--- src/rtl/wb_rr_arbiter_pkg.sv ---
// wb_rr_arbiter_pkg
//   Shared constants for the Wishbone round-robin arbiter: master count and
//   grant FSM state encodings.
package wb_rr_arbiter_pkg;

    localparam int unsigned NMASTERS = 4;

    // Grant FSM encodings
    localparam logic [0:0] IDLE  = 1'b0;
    localparam logic [0:0] GRANT = 1'b1;

endpackage

--- src/rtl/rr_pick4.sv ---
// rr_pick4
//   Combinational 4-way round-robin priority picker. Returns the first
//   requester at or after ptr, searching upward modulo 4.
// Ports:
//   req       in   4  request vector
//   ptr       in   2  highest-priority index this round
//   gnt_next  out  4  one-hot winner (0 when no request)
//   idx       out  2  binary index of the winner (0 when no request)
module rr_pick4 (
    input  logic [3:0] req,
    input  logic [1:0] ptr,
    output logic [3:0] gnt_next,
    output logic [1:0] idx
);

    logic [1:0] cand;
    logic       found;

    always_comb begin
        gnt_next = '0;
        idx      = '0;
        cand     = '0;
        found    = 1'b0;
        for (int i = 0; i < 4; i++) begin
            // 2-bit add wraps naturally, giving the mod-4 search order
            cand = ptr + 2'(i);
            if (!found && req[cand]) begin
                found          = 1'b1;
                gnt_next[cand] = 1'b1;
                idx            = cand;
            end
        end
    end

endmodule

--- src/rtl/wb_rr_arbiter.sv ---
// wb_rr_arbiter
//   Shares one Wishbone slave among 4 masters with round-robin arbitration.
//   The grant is held for the whole CYC so bursts and RMW stay atomic; a
//   per-transfer watchdog answers a stalled slave with ERR.
// Ports:
//   clk, rst          clock, synchronous active-high reset
//   m_adr_i/m_dat_i   master address / write data, master k at slice k
//   m_sel_i, m_we_i   master byte selects / write enables
//   m_cyc_i, m_stb_i  master cycle / strobe
//   m_dat_o           slave read data broadcast to every master
//   m_ack_o, m_err_o  per-master ack / watchdog error
//   s_*_o             muxed request toward the slave
//   s_dat_i, s_ack_i  slave read data / ack
//   gnt_o             one-hot registered grant
module wb_rr_arbiter
    import wb_rr_arbiter_pkg::*;
#(
    parameter int unsigned adr_width      = 32,
    parameter int unsigned timeout_cycles = 1024,
    parameter int unsigned cnt_width      = 16
) (
    input  logic                           clk,
    input  logic                           rst,
    input  logic [NMASTERS*adr_width-1:0]  m_adr_i,
    input  logic [NMASTERS*32-1:0]         m_dat_i,
    input  logic [NMASTERS*4-1:0]          m_sel_i,
    input  logic [NMASTERS-1:0]            m_we_i,
    input  logic [NMASTERS-1:0]            m_cyc_i,
    input  logic [NMASTERS-1:0]            m_stb_i,
    output logic [31:0]                    m_dat_o,
    output logic [NMASTERS-1:0]            m_ack_o,
    output logic [NMASTERS-1:0]            m_err_o,
    output logic [adr_width-1:0]           s_adr_o,
    output logic [31:0]                    s_dat_o,
    output logic [3:0]                     s_sel_o,
    output logic                           s_we_o,
    output logic                           s_cyc_o,
    output logic                           s_stb_o,
    input  logic [31:0]                    s_dat_i,
    input  logic                           s_ack_i,
    output logic [NMASTERS-1:0]            gnt_o
);

    // Watchdog compare value; meaningless (and unused) when disabled.
    localparam logic [cnt_width-1:0] WdLast   = cnt_width'(timeout_cycles - 1);
    localparam bit                   WdEnable = (timeout_cycles != 0);

    logic [0:0]           state_q, state_d;
    logic [3:0]           gnt_q, gnt_d;
    logic [1:0]           idx_q, idx_d;
    logic [1:0]           ptr_q, ptr_d;
    logic [cnt_width-1:0] wd_cnt_q, wd_cnt_d;

    logic [3:0] pick_gnt;
    logic [1:0] pick_idx;
    logic       in_grant;
    logic       gnt_cyc;
    logic       gnt_stb;
    logic       wd_fire;

    rr_pick4 u_pick (
        .req      (m_cyc_i),
        .ptr      (ptr_q),
        .gnt_next (pick_gnt),
        .idx      (pick_idx)
    );

    assign in_grant = (state_q == GRANT);
    assign gnt_cyc  = in_grant && m_cyc_i[idx_q];
    assign gnt_stb  = in_grant && m_stb_i[idx_q];

    // Ack in the same cycle wins over a timeout.
    assign wd_fire = WdEnable && gnt_stb && !s_ack_i && (wd_cnt_q == WdLast);

    // Grant FSM
    always_comb begin
        state_d = state_q;
        gnt_d   = gnt_q;
        idx_d   = idx_q;
        ptr_d   = ptr_q;
        case (state_q)
            IDLE: begin
                if (|m_cyc_i) begin
                    state_d = GRANT;
                    gnt_d   = pick_gnt;
                    idx_d   = pick_idx;
                end
            end
            GRANT: begin
                // No re-arbitration here: release always costs one idle cycle.
                if (!gnt_cyc) begin
                    state_d = IDLE;
                    gnt_d   = '0;
                    ptr_d   = idx_q + 2'd1;
                end
            end
            default: begin
                state_d = IDLE;
                gnt_d   = '0;
            end
        endcase
    end

    // Watchdog counts stalled strobe cycles of the current transfer.
    always_comb begin
        if (!WdEnable || !gnt_stb || s_ack_i || wd_fire || (state_d != GRANT)) begin
            wd_cnt_d = '0;
        end else begin
            wd_cnt_d = wd_cnt_q + 1'b1;
        end
    end

    always_ff @(posedge clk) begin
        if (rst) begin
            state_q  <= IDLE;
            gnt_q    <= '0;
            idx_q    <= '0;
            ptr_q    <= '0;
            wd_cnt_q <= '0;
        end else begin
            state_q  <= state_d;
            gnt_q    <= gnt_d;
            idx_q    <= idx_d;
            ptr_q    <= ptr_d;
            wd_cnt_q <= wd_cnt_d;
        end
    end

    // Slave-side mux; everything held at 0 while idle.
    always_comb begin
        s_adr_o = '0;
        s_dat_o = '0;
        s_sel_o = '0;
        s_we_o  = 1'b0;
        s_cyc_o = 1'b0;
        s_stb_o = 1'b0;
        if (in_grant) begin
            s_adr_o = m_adr_i[int'(idx_q)*adr_width +: adr_width];
            s_dat_o = m_dat_i[int'(idx_q)*32 +: 32];
            s_sel_o = m_sel_i[int'(idx_q)*4 +: 4];
            s_we_o  = m_we_i[idx_q];
            s_cyc_o = gnt_cyc;
            s_stb_o = gnt_stb && !wd_fire;
        end
    end

    assign m_dat_o = s_dat_i;
    assign m_ack_o = {NMASTERS{s_ack_i}} & gnt_q & m_stb_i;
    assign m_err_o = {NMASTERS{wd_fire}} & gnt_q;
    assign gnt_o   = gnt_q;

endmodule

--- config.mk ---
export PLATFORM = sky130hd
export DESIGN_NAME = wb_rr_arbiter
export DESIGN_NICKNAME = d
export VERILOG_FILES = /design/src/rtl/wb_rr_arbiter_pkg.sv /design/src/rtl/rr_pick4.sv /design/src/rtl/wb_rr_arbiter.sv
export SDC_FILE = /design/constraint.sdc
export NUM_CORES = 1
export LEC_CHECK = 0
export BUFFER_PORTS_ARGS = -buffer_cell sky130_fd_sc_hd__buf_2
export CORE_AREA = 4 4 169 171
export CTS_BUF_LIST = sky130_fd_sc_hd__clkbuf_4 sky130_fd_sc_hd__clkbuf_8
export CTS_CLUSTER_DIAMETER = 80
export CTS_CLUSTER_SIZE = 12
export DETAILED_ROUTE_END_ITERATION = 10
export DIE_AREA = 0 0 173 175
export SLEW_MARGIN = 10
export SYNTH_ARGS = -nofsm -noshare
export SYNTH_HDL_FRONTEND = slang
export SYNTH_HIERARCHICAL = 1
export SYNTH_SLANG_ARGS = --single-unit
--- constraint.sdc ---
create_clock -name clk -period 6.63 [get_ports clk]
set_input_delay 0.3315 -clock clk [delete_from_list [all_inputs] [get_ports clk]]
set_output_delay 0.3315 -clock clk [all_outputs]
set_load 0.02 [all_outputs]
==> flow_summary.toml <==
[pwr]
leakage_nw = 2.70
clkPwrFrac_pct = 8.9
powerDensity_nw_per_um2 = 172
power.internal_mw = 0.566
pwr-share-comb_pct = 69.7
switchingPower_mw = 0.476
report.power.total_mw = 1.04
switching_share_pct = 45.7
ir_drop_v = 0.000106
seq_power_share_pct = 21.4

[die]
dieArea_um2 = 30300
start_util_pct = 15.4
fp.dieW_um = 173
die_height_um = 175
rows = 60
pin_count = 434
design.core.area_um2 = 26900

[setup_path]
reg2reg_from = "ptr_q[0]"
startpoint = "idx_q[0]"
critPathCaptureType = "output pin"
ff2ff_path_depth = 8
crit_type = "reg2out"
path_delay_family = "buffers and inverters"
crit_chain = "buf_4 -> mux4_2 -> and2_1 -> buf_2"
r2r_slack_ns = 3.89
cp_num_buf_inv = 2
path_max_fanout = 47
slowest_delay_ns = 0.75
worstReg2RegEnd = "gnt_o[0]"
arrival_ns = 2.92
start_kind = "register"
critPathRequiredTime_ns = 6.30
worst_path_max_delay_cell = "buf_4"

[grt]
antenna_found_initial = 6
grt_pass1_vias = 4856
grt_pass1_wl_um = 32500
grt_use_total_pct = 14.1
overflow = 0
grt_max_degree = 79

[routing]
num_vias = 4742
wirelength_um = 22700
drc = 0
drt_iter0_markers = 320
viasPerCell = 4.50
drt_first_pass_iters = 4
post_drt_wl_per_cell_um = 21.6
antenna_left = 0

[logic_synthesis]
yosysMostFrequentCell = "and2_1"
ys_seq_area_share_pct = 12.1
syn_inst = 401
synthArstFlopShare_pct = 0
synth-main-ff-cell = "dfxtp_1"
synth_top_area_cell = "mux4_2"
synth.ff_latch_count = 25
yosys_warnings = 6
syn_area_per_cell_um2 = 10.3
ys_top_cells_by_area = "mux4_2 (40%), dfxtp_1 (12%), and2_1 (11%)"
synth_cell_types = 48
syn-num-nets = 726
synth_edf_count = 0
synth_top_area_share_pct = 40.3
synth_area_um2 = 4140
synthTopCellsByCount = "and2_1 (75), mux4_2 (74), buf_4 (33)"

[sta]
hold_violations = 0
skew_ns = 0.00312
layout_setup_ws_ns = 3.38
finalMaxSlewViolations = 0
setup-violations-final = 0
fmaxAchievable_ghz = 0.308
setup_tns_ns = 0
worst_pin_slew_ns = 1.10
fin_crit_ns = 3.25
rsz0062_at_grt = "false"
relSlewSlack_pct = 26.3
finalCritPeriodShare_pct = 49.0

[finish]
nets = 1035
area_delta_synth_final_pct = 46.7
fin_util_pct = 22.6
drive_above_1_share_pct = 66.9
instances_no_fill = 1053

[flow_run]
max_cap_violations = 0

[cts]
clkTransAtPathRegs_ns = 0.09
hold_buffers = 0
cts_buffers = 3
htree_num_levels = 1
cts_max_path_buffers = 2
root_buffer = "clkbuf_8"
clkSinkCount = 25
tritoncts = "yes"
cts_setup_buffers = 0
cts_resized = 0
clk_latency_ns = 0.28

[worst_hold_path]
worstHoldPathType = "in2reg"
whs_endpoint = "idx_q[0]"
worstHoldStart = "rst"
hold_path_depth = 2

[place]
gp_congestion = 0.991
dpl_worst_slack_ns = 3.59
dpl.cell_count = 1046
numPortBuffers = 369
dp_hpwl_um = 19300

[run_status]
outcome = "finished, final reports clean"
## cell usage in the layout, fill, tap and decap left out, types with 7 or more instances in the layout
master     n
buf_2    369
and2_1    75
mux4_2    74
nand2_1   26
dfxtp_1   22
nor3_2    10
xnor2_1   10
nor2_1     9
a21oi_1    8
nor3_1     8
o21ai_0    8
nand3_1    7
## metrics by stage
step,hold WS (ns),instance area [µm²]
after floorplan,0.471,4140
after global routing,0.350,6070
final,0.339,6070
after detailed placement,0.490,6020
after global placement,0.489,6020
after CTS,0.335,6060
## worst max path at each step
stage / endpoint / slack, ns / cells after the start
2_1_floorplan: gnt_o[0] / 4.34 / 10
3_3_place_gp: s_adr_o[31] / 3.62 / 4
3_5_place_dp: s_adr_o[31] / 3.59 / 4
4_1_cts: s_adr_o[31] / 3.27 / 4
5_1_grt: s_adr_o[31] / 3.11 / 4
6_report: s_adr_o[31] / 3.38 / 4
## per-layer routing
| metal | GRT usage [%] | up-vias | routed length [µm] |
|---|---|---|---|
| met4 | 3.86 | 6 | 521 |
| li1 | - | 2113 | - |
| met1 | 17.7 | 2332 | 9320 |
| met5 | 0 | - | 41 |
| met2 | 22.9 | 263 | 10700 |
| met3 | 5.06 | 28 | 2140 |
## area by class of cell
cell class	instances	area, µm²
Multi-Input combinational cell	304	3200
Timing Repair Buffer	371	1860
Antenna cell	3	7.51
Sequential cell	25	509
Clock inverter	1	5.00
Inverter	5	18.8
Tap cell	341	427
Clock buffer	3	41.3
Fill cell	2940	20800
## power groups by stage
| stage | Sequential [mW] | Combinational (mW) | Clock (mW) |
|---|---|---|---|
| finish | 0.223 | 0.726 | 0.0928 |
| global route | 0.232 | 0.778 | 0.101 |
| global placement | 0.227 | 0.724 | 0 |
| floorplan | 0.177 | 0.543 | 0 |
| CTS | 0.226 | 0.733 | 0.0953 |
| detailed placement | 0.229 | 0.728 | 0 |
## flip-flops by register name (all words and copies together) (netlist names)
register,count
idx_q,2
in_grant,1
ptr_q,2
wd_cnt_q,16
gnt_o,4
## kinds of logic (layout without fill, tap and decap cells)
group / count (synthesis) / in the layout / share of synthesized area [%]
simple gates: 173 / 173 / 25.8
mux: 78 / 78 / 41.2
buf+inv: 72 / 380 / 10.6
compound gates: 34 / 34 / 5.74
flops: 25 / 25 / 12.1
xor+xnor: 13 / 13 / 2.75
fa+ha+maj: 6 / 6 / 1.81
other cells: 0 / 3 / 0
Power figures use the tool's default switching activity.
